[config.mk]
export PLATFORM = sky130hd
export DESIGN_NAME = sata_tx_frame_arbiter
export DESIGN_NICKNAME = d
export VERILOG_FILES = /design/src/rtl/sata_tx_frame_arbiter.sv
export SDC_FILE = /design/constraint.sdc
export NUM_CORES = 1
export LEC_CHECK = 0
export ABC_AREA = 1
export BUFFER_PORTS_ARGS = -buffer_cell sky130_fd_sc_hd__buf_2
export CAP_MARGIN = 0
export CORE_MARGIN = 2
export CORE_UTILIZATION = 45
export CTS_CLUSTER_SIZE = 40
export DETAILED_ROUTE_END_ITERATION = 12
export GPL_ROUTABILITY_DRIVEN = 0
export PLACE_DENSITY = 0.87
export SLEW_MARGIN = 10
export SYNTH_ARGS = -nofsm -noshare
export SYNTH_HDL_FRONTEND = slang
export SYNTH_SLANG_ARGS = --single-unit
[constraint.sdc]
create_clock -name clk -period 3.46 [get_ports clk]
set_input_delay 0.692 -clock clk [delete_from_list [all_inputs] [get_ports clk]]
set_output_delay 0.692 -clock clk [all_outputs]
set_load 0.005 [all_outputs]
[src/rtl/sata_tx_frame_arbiter.sv]
// Frame-granular two-requester arbiter in front of the SATA link transmit stream.
// Define SATA_TX_ARB_STRICT_PRIO_EN for fixed priority (requester 0 wins); default is round-robin.
module sata_tx_frame_arbiter #(
    parameter int DW         = 32,
    parameter int UW         = 8,
    parameter int MAX_BEATS  = 2049,
    parameter int GAP_CYCLES = 2
) (
    input  logic          clk,
    input  logic          rst,
    input  logic [DW-1:0] s0_axis_tdata,
    input  logic [UW-1:0] s0_axis_tuser,
    input  logic          s0_axis_tvalid,
    output logic          s0_axis_tready,
    input  logic [DW-1:0] s1_axis_tdata,
    input  logic [UW-1:0] s1_axis_tuser,
    input  logic          s1_axis_tvalid,
    output logic          s1_axis_tready,
    output logic [DW-1:0] m_axis_tdata,
    output logic [UW-1:0] m_axis_tuser,
    output logic          m_axis_tvalid,
    input  logic          m_axis_tready,
    output logic [1:0]    grant,
    output logic          busy,
    output logic          err_trunc,
    output logic          err_sof
);

    localparam int BW = $clog2(MAX_BEATS + 1);
    localparam int GW = (GAP_CYCLES > 0) ? $clog2(GAP_CYCLES + 1) : 1;
    localparam logic [BW-1:0] BEAT_LAST = BW'(MAX_BEATS - 1);
    localparam logic [GW-1:0] GAP_LAST  = (GAP_CYCLES > 0) ? GW'(GAP_CYCLES - 1) : '0;

    typedef enum logic [1:0] {IDLE, XFER, DRAIN, GAP} state_t;
    localparam state_t END_STATE = (GAP_CYCLES > 0) ? GAP : IDLE;

    state_t          state_reg;
    logic            owner_reg;
    logic            last_grant_reg;
    logic [1:0]      grant_reg;
    logic [BW-1:0]   beat_cnt_reg;
    logic [GW-1:0]   gap_cnt_reg;
    logic            err_trunc_reg;
    logic            err_sof_reg;

    logic [DW-1:0]   req_tdata [2];
    logic [UW-1:0]   req_tuser [2];
    logic [1:0]      req_valid;
    logic [1:0]      req_cand;
    logic [1:0]      req_bad;
    logic [1:0]      req_ready;

    logic            win_valid;
    logic            win;
    logic            disc_valid;
    logic            disc_sel;
    logic            owned;
    logic [DW-1:0]   sel_tdata;
    logic [UW-1:0]   sel_tuser;
    logic            sel_valid;
    logic            trunc_hit;
    logic            accept;
    logic [UW-1:0]   tuser_out;

    assign req_tdata[0] = s0_axis_tdata;
    assign req_tdata[1] = s1_axis_tdata;
    assign req_tuser[0] = s0_axis_tuser;
    assign req_tuser[1] = s1_axis_tuser;
    assign req_valid    = {s1_axis_tvalid, s0_axis_tvalid};

    assign owned = (state_reg == XFER) || (state_reg == DRAIN);

    genvar gi;
    generate
        for (gi = 0; gi < 2; gi++) begin : g_req
            assign req_cand[gi]  = req_valid[gi] & req_tuser[gi][0];
            assign req_bad[gi]   = req_valid[gi] & ~req_tuser[gi][0];
            // Owner follows the link in XFER and is unconditionally drained in DRAIN.
            assign req_ready[gi] = (owned && (owner_reg == 1'(gi)))
                                   ? ((state_reg == XFER) ? m_axis_tready : 1'b1)
                                   : (disc_valid && (disc_sel == 1'(gi)));
        end
    endgenerate

    assign s0_axis_tready = req_ready[0];
    assign s1_axis_tready = req_ready[1];

    assign win_valid = |req_cand;
`ifdef SATA_TX_ARB_STRICT_PRIO_EN
    assign win = ~req_cand[0];
`else
    assign win = (&req_cand) ? ~last_grant_reg : req_cand[1];
`endif

    // Stray mid-frame beats in IDLE are swallowed one at a time, requester 0 first.
    assign disc_valid = (state_reg == IDLE) && (|req_bad) && !rst;
    assign disc_sel   = ~req_bad[0];

    assign sel_tdata = req_tdata[owner_reg];
    assign sel_tuser = req_tuser[owner_reg];
    assign sel_valid = req_valid[owner_reg];
    assign trunc_hit = (beat_cnt_reg == BEAT_LAST);

    always_comb begin
        tuser_out = sel_tuser;
        if (state_reg == XFER && trunc_hit) begin
            tuser_out[1] = 1'b1;
        end
    end

    assign m_axis_tdata  = sel_tdata;
    assign m_axis_tuser  = tuser_out;
    assign m_axis_tvalid = (state_reg == XFER) && sel_valid;
    assign accept        = m_axis_tvalid && m_axis_tready;

    assign grant     = grant_reg;
    assign busy      = (state_reg != IDLE);
    assign err_trunc = err_trunc_reg;
    assign err_sof   = err_sof_reg;

    always_ff @(posedge clk) begin
        if (rst) begin
            state_reg      <= IDLE;
            owner_reg      <= 1'b0;
            last_grant_reg <= 1'b1;
            grant_reg      <= 2'b00;
            beat_cnt_reg   <= '0;
            gap_cnt_reg    <= '0;
            err_trunc_reg  <= 1'b0;
            err_sof_reg    <= 1'b0;
        end else begin
            err_trunc_reg <= 1'b0;
            err_sof_reg   <= disc_valid;
            case (state_reg)
                IDLE: begin
                    if (win_valid) begin
                        owner_reg      <= win;
                        last_grant_reg <= win;
                        grant_reg      <= win ? 2'b10 : 2'b01;
                        beat_cnt_reg   <= '0;
                        state_reg      <= XFER;
                    end
                end
                XFER: begin
                    if (accept) begin
                        beat_cnt_reg <= beat_cnt_reg + 1'b1;
                        if (sel_tuser[1]) begin
                            state_reg   <= END_STATE;
                            grant_reg   <= 2'b00;
                            gap_cnt_reg <= '0;
                        end else if (trunc_hit) begin
                            err_trunc_reg <= 1'b1;
                            state_reg     <= DRAIN;
                        end
                    end
                end
                DRAIN: begin
                    if (sel_valid && sel_tuser[1]) begin
                        state_reg   <= END_STATE;
                        grant_reg   <= 2'b00;
                        gap_cnt_reg <= '0;
                    end
                end
                GAP: begin
                    if (gap_cnt_reg == GAP_LAST) begin
                        state_reg <= IDLE;
                    end else begin
                        gap_cnt_reg <= gap_cnt_reg + 1'b1;
                    end
                end
                default: state_reg <= IDLE;
            endcase
        end
    end

endmodule

# Word-level counts from Yosys, hierarchy flattened

Cells that the tools add are included.

Bits in registers: 22
Input port bits: 85
Output and inout port bits: 48
Logic and storage cells: 94

Add/subtract/negate cells: 2
Order comparisons: 2
Equality and inequality tests: 12
Mux-type cells: 32
Bitwise logic cells: 12
Reductions and logical operators: 26

Operators by type and width:

| kind                                                | number |
|---|---|
| 2-to-1 mux 32 bit                                   | 3 |
| 2-to-1 mux 12 bit                                   | 2 |
| 2-to-1 mux 2 bit                                    | 12 |
| 2-to-1 mux 8 bit                                    | 3 |
| case mux 12 bit (2 select lines)                    | 1 |
| AND reduction 5 bit                                 | 3 |
| adder 12 x 1 -> 12 bit, second input constant       | 1 |
| equality test 12 bit, second input constant         | 1 |
| case mux 2 bit (3 select lines)                     | 2 |
| logical AND 1 bit                                   | 10 |
| inequality test 2 bit, second input constant        | 5 |
| 2-to-1 mux 1 bit                                    | 8 |
| case mux 2 bit (4 select lines)                     | 1 |
| NOT 1 bit                                           | 7 |
| nonzero test 3 bit                                  | 2 |
| bitwise AND 1 bit                                   | 4 |
| equality test 2 x 1 -> 1 bit, second input constant | 2 |
| equality test 2 bit, second input constant          | 2 |
| AND reduction 2 bit                                 | 2 |
| nonzero test 2 bit                                  | 2 |
| OR reduction 2 bit                                  | 2 |
| OR reduction 4 bit                                  | 1 |
| inequality test 3 bit, second input constant        | 1 |
| AND reduction 3 bit                                 | 1 |
| other kinds (8)                                     | 8 |

# Logic depth before layout (Yosys ltp)

Word-level depth: 7
Mapped depth: 12
Gate-level depth less buffers: 11

# Least setup slack after synthesis

OpenSTA, ideal clock, no wires.

Path type: input-to-output
Start point: input port rst
End point: output port s1_axis_tready
Data arrival time: 1.232 ns
Data required time: 2.768 ns
Setup slack: 1.536 ns
Cell stages on the path: 5
Path through: inv_1 > nand2_1 > a21oi_1 > nand3_1 > o21ai_0

Word-level cells in the longest chain between the ends: 4

Ends and longest elaborated chain:

| what              | line | source |
|---|---|---|
| start, declared   | 10   | `input logic rst,` |
| logical NOT 1 bit | 96   | `assign disc_valid = (state_reg == IDLE) && (\|req_bad) && !rst;` |
| logical AND 1 bit | 96   |  |
| logical AND 1 bit | 81   | `: (disc_valid && (disc_sel == 1'(gi)));` |
| 2-to-1 mux 1 bit  | 80   | `? ((state_reg == XFER) ? m_axis_tready : 1'b1)` |
| end, declared     | 18   | `output logic s1_axis_tready,` |

Every way passes these cells.

# Worst setup path after layout

Start point: register owner_reg
End point: output port m_axis_tuser[1]

Word-level cells in the longest chain between the ends: 5

Ends and longest elaborated chain:

| what                                                 | line | source |
|---|---|---|
| start, declared                                      | 38   | `logic owner_reg;` |
| start signal, assigned                               | 137  | `owner_reg <= win;` |
| NOT 1 -> 2 bit (not written as such)                 | 100  | `assign sel_tuser = req_tuser[owner_reg];` |
| 2-to-1 mux 8 bit (not written as such) (3 in series) | 100  |  |
| 2-to-1 mux 1 bit                                     | 106  | `if (state_reg == XFER && trunc_hit) begin` |
| end, declared                                        | 20   | `output logic [UW-1:0] m_axis_tuser,` |

Every way passes these cells. The select of a mux whose other input is x is not followed.

==> out/metrics.cfg <==
[power]
clkPwrFrac_pct=11.0
ir_drop_mv=0.510
p_comb_share_pct=64.7
cellInternalPower_mw=0.726
p_switching_mw=0.710
p_sw_share_pct=49.4
sequentialPowerShare_pct=24.3
leakage_nw=1.53
powerDensity_nw_per_um2=539

[cts]
clk_pin_slew_worst_paths_ps=80
cts_root_buf=clkbuf_8
cts_post_setup_buffers_inserted=0
cts.htree.levels=1
cts.path.max_buffers=2
cts_buffers=3
cts_tree=built
numClockSinks=22
postCtsHoldBufs=0
clk_latency_ps=260
cts_resized=0

[synth]
synth-simple-area-share_pct=51.5
ys_async_sr_fraction_pct=0
synth_mux_area_share_pct=0
synth_flop_cell=dfxtp_1
synth_seq_cells=22
syn-num-nets=440
synth-edff-count=0
syn_avg_cell_area_um2=5.65
synth_top_family_by_area=simple AND/OR/NAND/NOR gates
synthesis.instances=346
synth_xor_area_share_pct=0
synth_cell_types=32
synth_seq_area_share_pct=22.5
synth_warnings=0
netlist_area_um2=1950
synth_compound_area_share_pct=10.2
synthAdderAreaFrac_pct=5.76

[floorplanning]
die-area_um2=4890
row_count=23
die_h_um=69.9
core_um2=4090
fp.dieW_um=69.9
start_util_pct=47.8
io_pins=133

[final_layout]
syn2layout_area_growth_pct=36.3
layout_commonest_cell=nand2_1
nFillCells=382
layout_common_cells=176 x nand2_1, 132 x buf_2, 31 x inv_1
largest_reg_flops=12
design_area_um2=2660
fin_nets=568
drive_above_1_share_pct=34.5
antenna_cells=0

[sta]
clock_skew_ps=3.24
finalSetupViolations=0
timing.final.max_slew_violations=0
rsz0062_at_grt=no
period_minus_slack_ps=2700
setup_tns_ps=0
slew_headroom_pct=51.7
period_share_pct=77.9
max_freq_ghz=0.371
hold_viol=0
worst-slew-pin-transition_ps=723

[grt]
grt_pass1_vias=2272
antenna_found_initial=0
overflow=0
grt_max_degree=42
grt_pass1_wl_mm=9.55
grt_usage_pct=23.2

[critical_path]
cp.arrival_ps=2000
rr_startpoint=owner_reg$_SDFFE_PP0P_
cp_top_family=flip-flops
cp_common_cell=nand2_1
critical_path.slowest_cell=dfxtp_1
ff2ff_path_depth=11
start_kind=register
crit_chain=inv_4, nand2_1, nand2_1, o21bai_1, buf_2
ff2ff_setup_slack_ps=1320
cp.required_ps=2770
crit_type=reg -> out
crit_path_max_fanout=41
slowest_delay_ps=790
crit_buf_inv=2
critPathCaptureType=output port
r2r-end=beat_cnt_reg[9]$_SDFFE_PP0P_

[detailed_routing]
drc=0
wire_per_inst_um=11.4
first_iter_violations=85
wl_mm=5.93
firstDrtPassIters=4
ant_nets=0
vias_per_cell=4.86
via_count=2536

[min_path]
hp-class=reg -> reg
holdPathStages=2
worstHoldStart=gap_cnt_reg[1]$_SDFFE_PP0P_
whs_endpoint=gap_cnt_reg[1]$_SDFFE_PP0P_

[run_status]
status=finished, final reports clean

[place]
place_hpwl_mm=4.90
portBuffers=132
placed_cell_area_um2=2620

[job]
maxCapViolations=0

[tightest hold or removal path: stages (launching register included)]
cell     delay [ps]
dfxtp_1         310
nand2_1          60
a21oi_1          50
[synth_stat cells, types with 2 or more instances]
cell type / count / area [um^2]
nor3_2: 3 / 30.0
inv_4: 2 / 12.5
nand4_1: 2 / 12.5
clkbuf_1: 6 / 22.5
nand3_1: 13 / 65.1
dfxtp_1: 22 / 440
o21ai_2: 4 / 35.0
nor2_1: 29 / 109
o21ai_0: 7 / 35.0
inv_1: 31 / 116
nand2_4: 3 / 33.8
a21oi_1: 12 / 60.1
ha_1: 9 / 113
a21oi_2: 3 / 26.3
o21bai_1: 2 / 15.0
nor2_2: 3 / 18.8
nand2_1: 176 / 661
nand2_2: 5 / 31.3
[logic make-up after synthesis]
logic type | after synthesis
flops | 22
compound gates | 32
fa+ha+maj | 9
buf+inv | 44
simple gates | 239
[worst max-delay path by stage]
stage                                 startpoint              end  slack (ps)  cells after the start
final                     owner_reg$_SDFFE_PP0P_  m_axis_tuser[1]         760                      5
after global routing      owner_reg$_SDFFE_PP0P_  m_axis_tuser[1]         580                      5
after detailed placement  owner_reg$_SDFFE_PP0P_  m_axis_tuser[1]        1060                      5
after global placement    owner_reg$_SDFFE_PP0P_  m_axis_tuser[1]        1140                      5
after floorplan                              rst   s1_axis_tready        1540                      5
after CTS                 owner_reg$_SDFFE_PP0P_  m_axis_tuser[1]         790                      5
[power by group through the flow]
stage | logic (mW) | clock network [mW] | registers (mW)
after floorplan | 0.701 | 0 | 0.338
after global placement | 0.905 | 0 | 0.351
after detailed placement | 0.919 | 0 | 0.355
after CTS | 0.927 | 0.160 | 0.348
after global routing | 1.05 | 0.171 | 0.357
final | 0.928 | 0.158 | 0.349
[metrics by stage]
step,setup slack [ps],hold WS [ps],cells,total power [mW],utilization (%)
floorplan,1540,433,346,1.04,-
global placement,1140,453,519,1.26,64.2
detailed placement,1060,468,519,1.27,64.2
CTS,786,478,522,1.44,65.2
global route,580,500,522,1.57,65.2
finish,763,472,522,1.44,65.2
[routing by layer]
metal / wire length, um / track usage, % / vias to the layer above / share of wire, %
met2: 3050 / 43.4 / 110 / 51
met1: 2430 / 27.2 / 1097 / 41
met5: 0 / 0 / - / 0
li1: - / - / 1318 / -
met3: 380 / 2.89 / 11 / 6.4
met4: 80 / 7.05 / 0 / 1.3
[final cells by class]
class                      count  area [um^2]  share of cell area, %
timing repair buffer         133          668                   25.1
multi-input combinational    280         1320                   49.5
tap                           50         62.6                   2.35
inverter                      34          133                   4.98
clock buffer                   3         41.3                   1.55
sequential                    22          440                   16.5
Note: power is estimated with default switching activity, not from simulation.
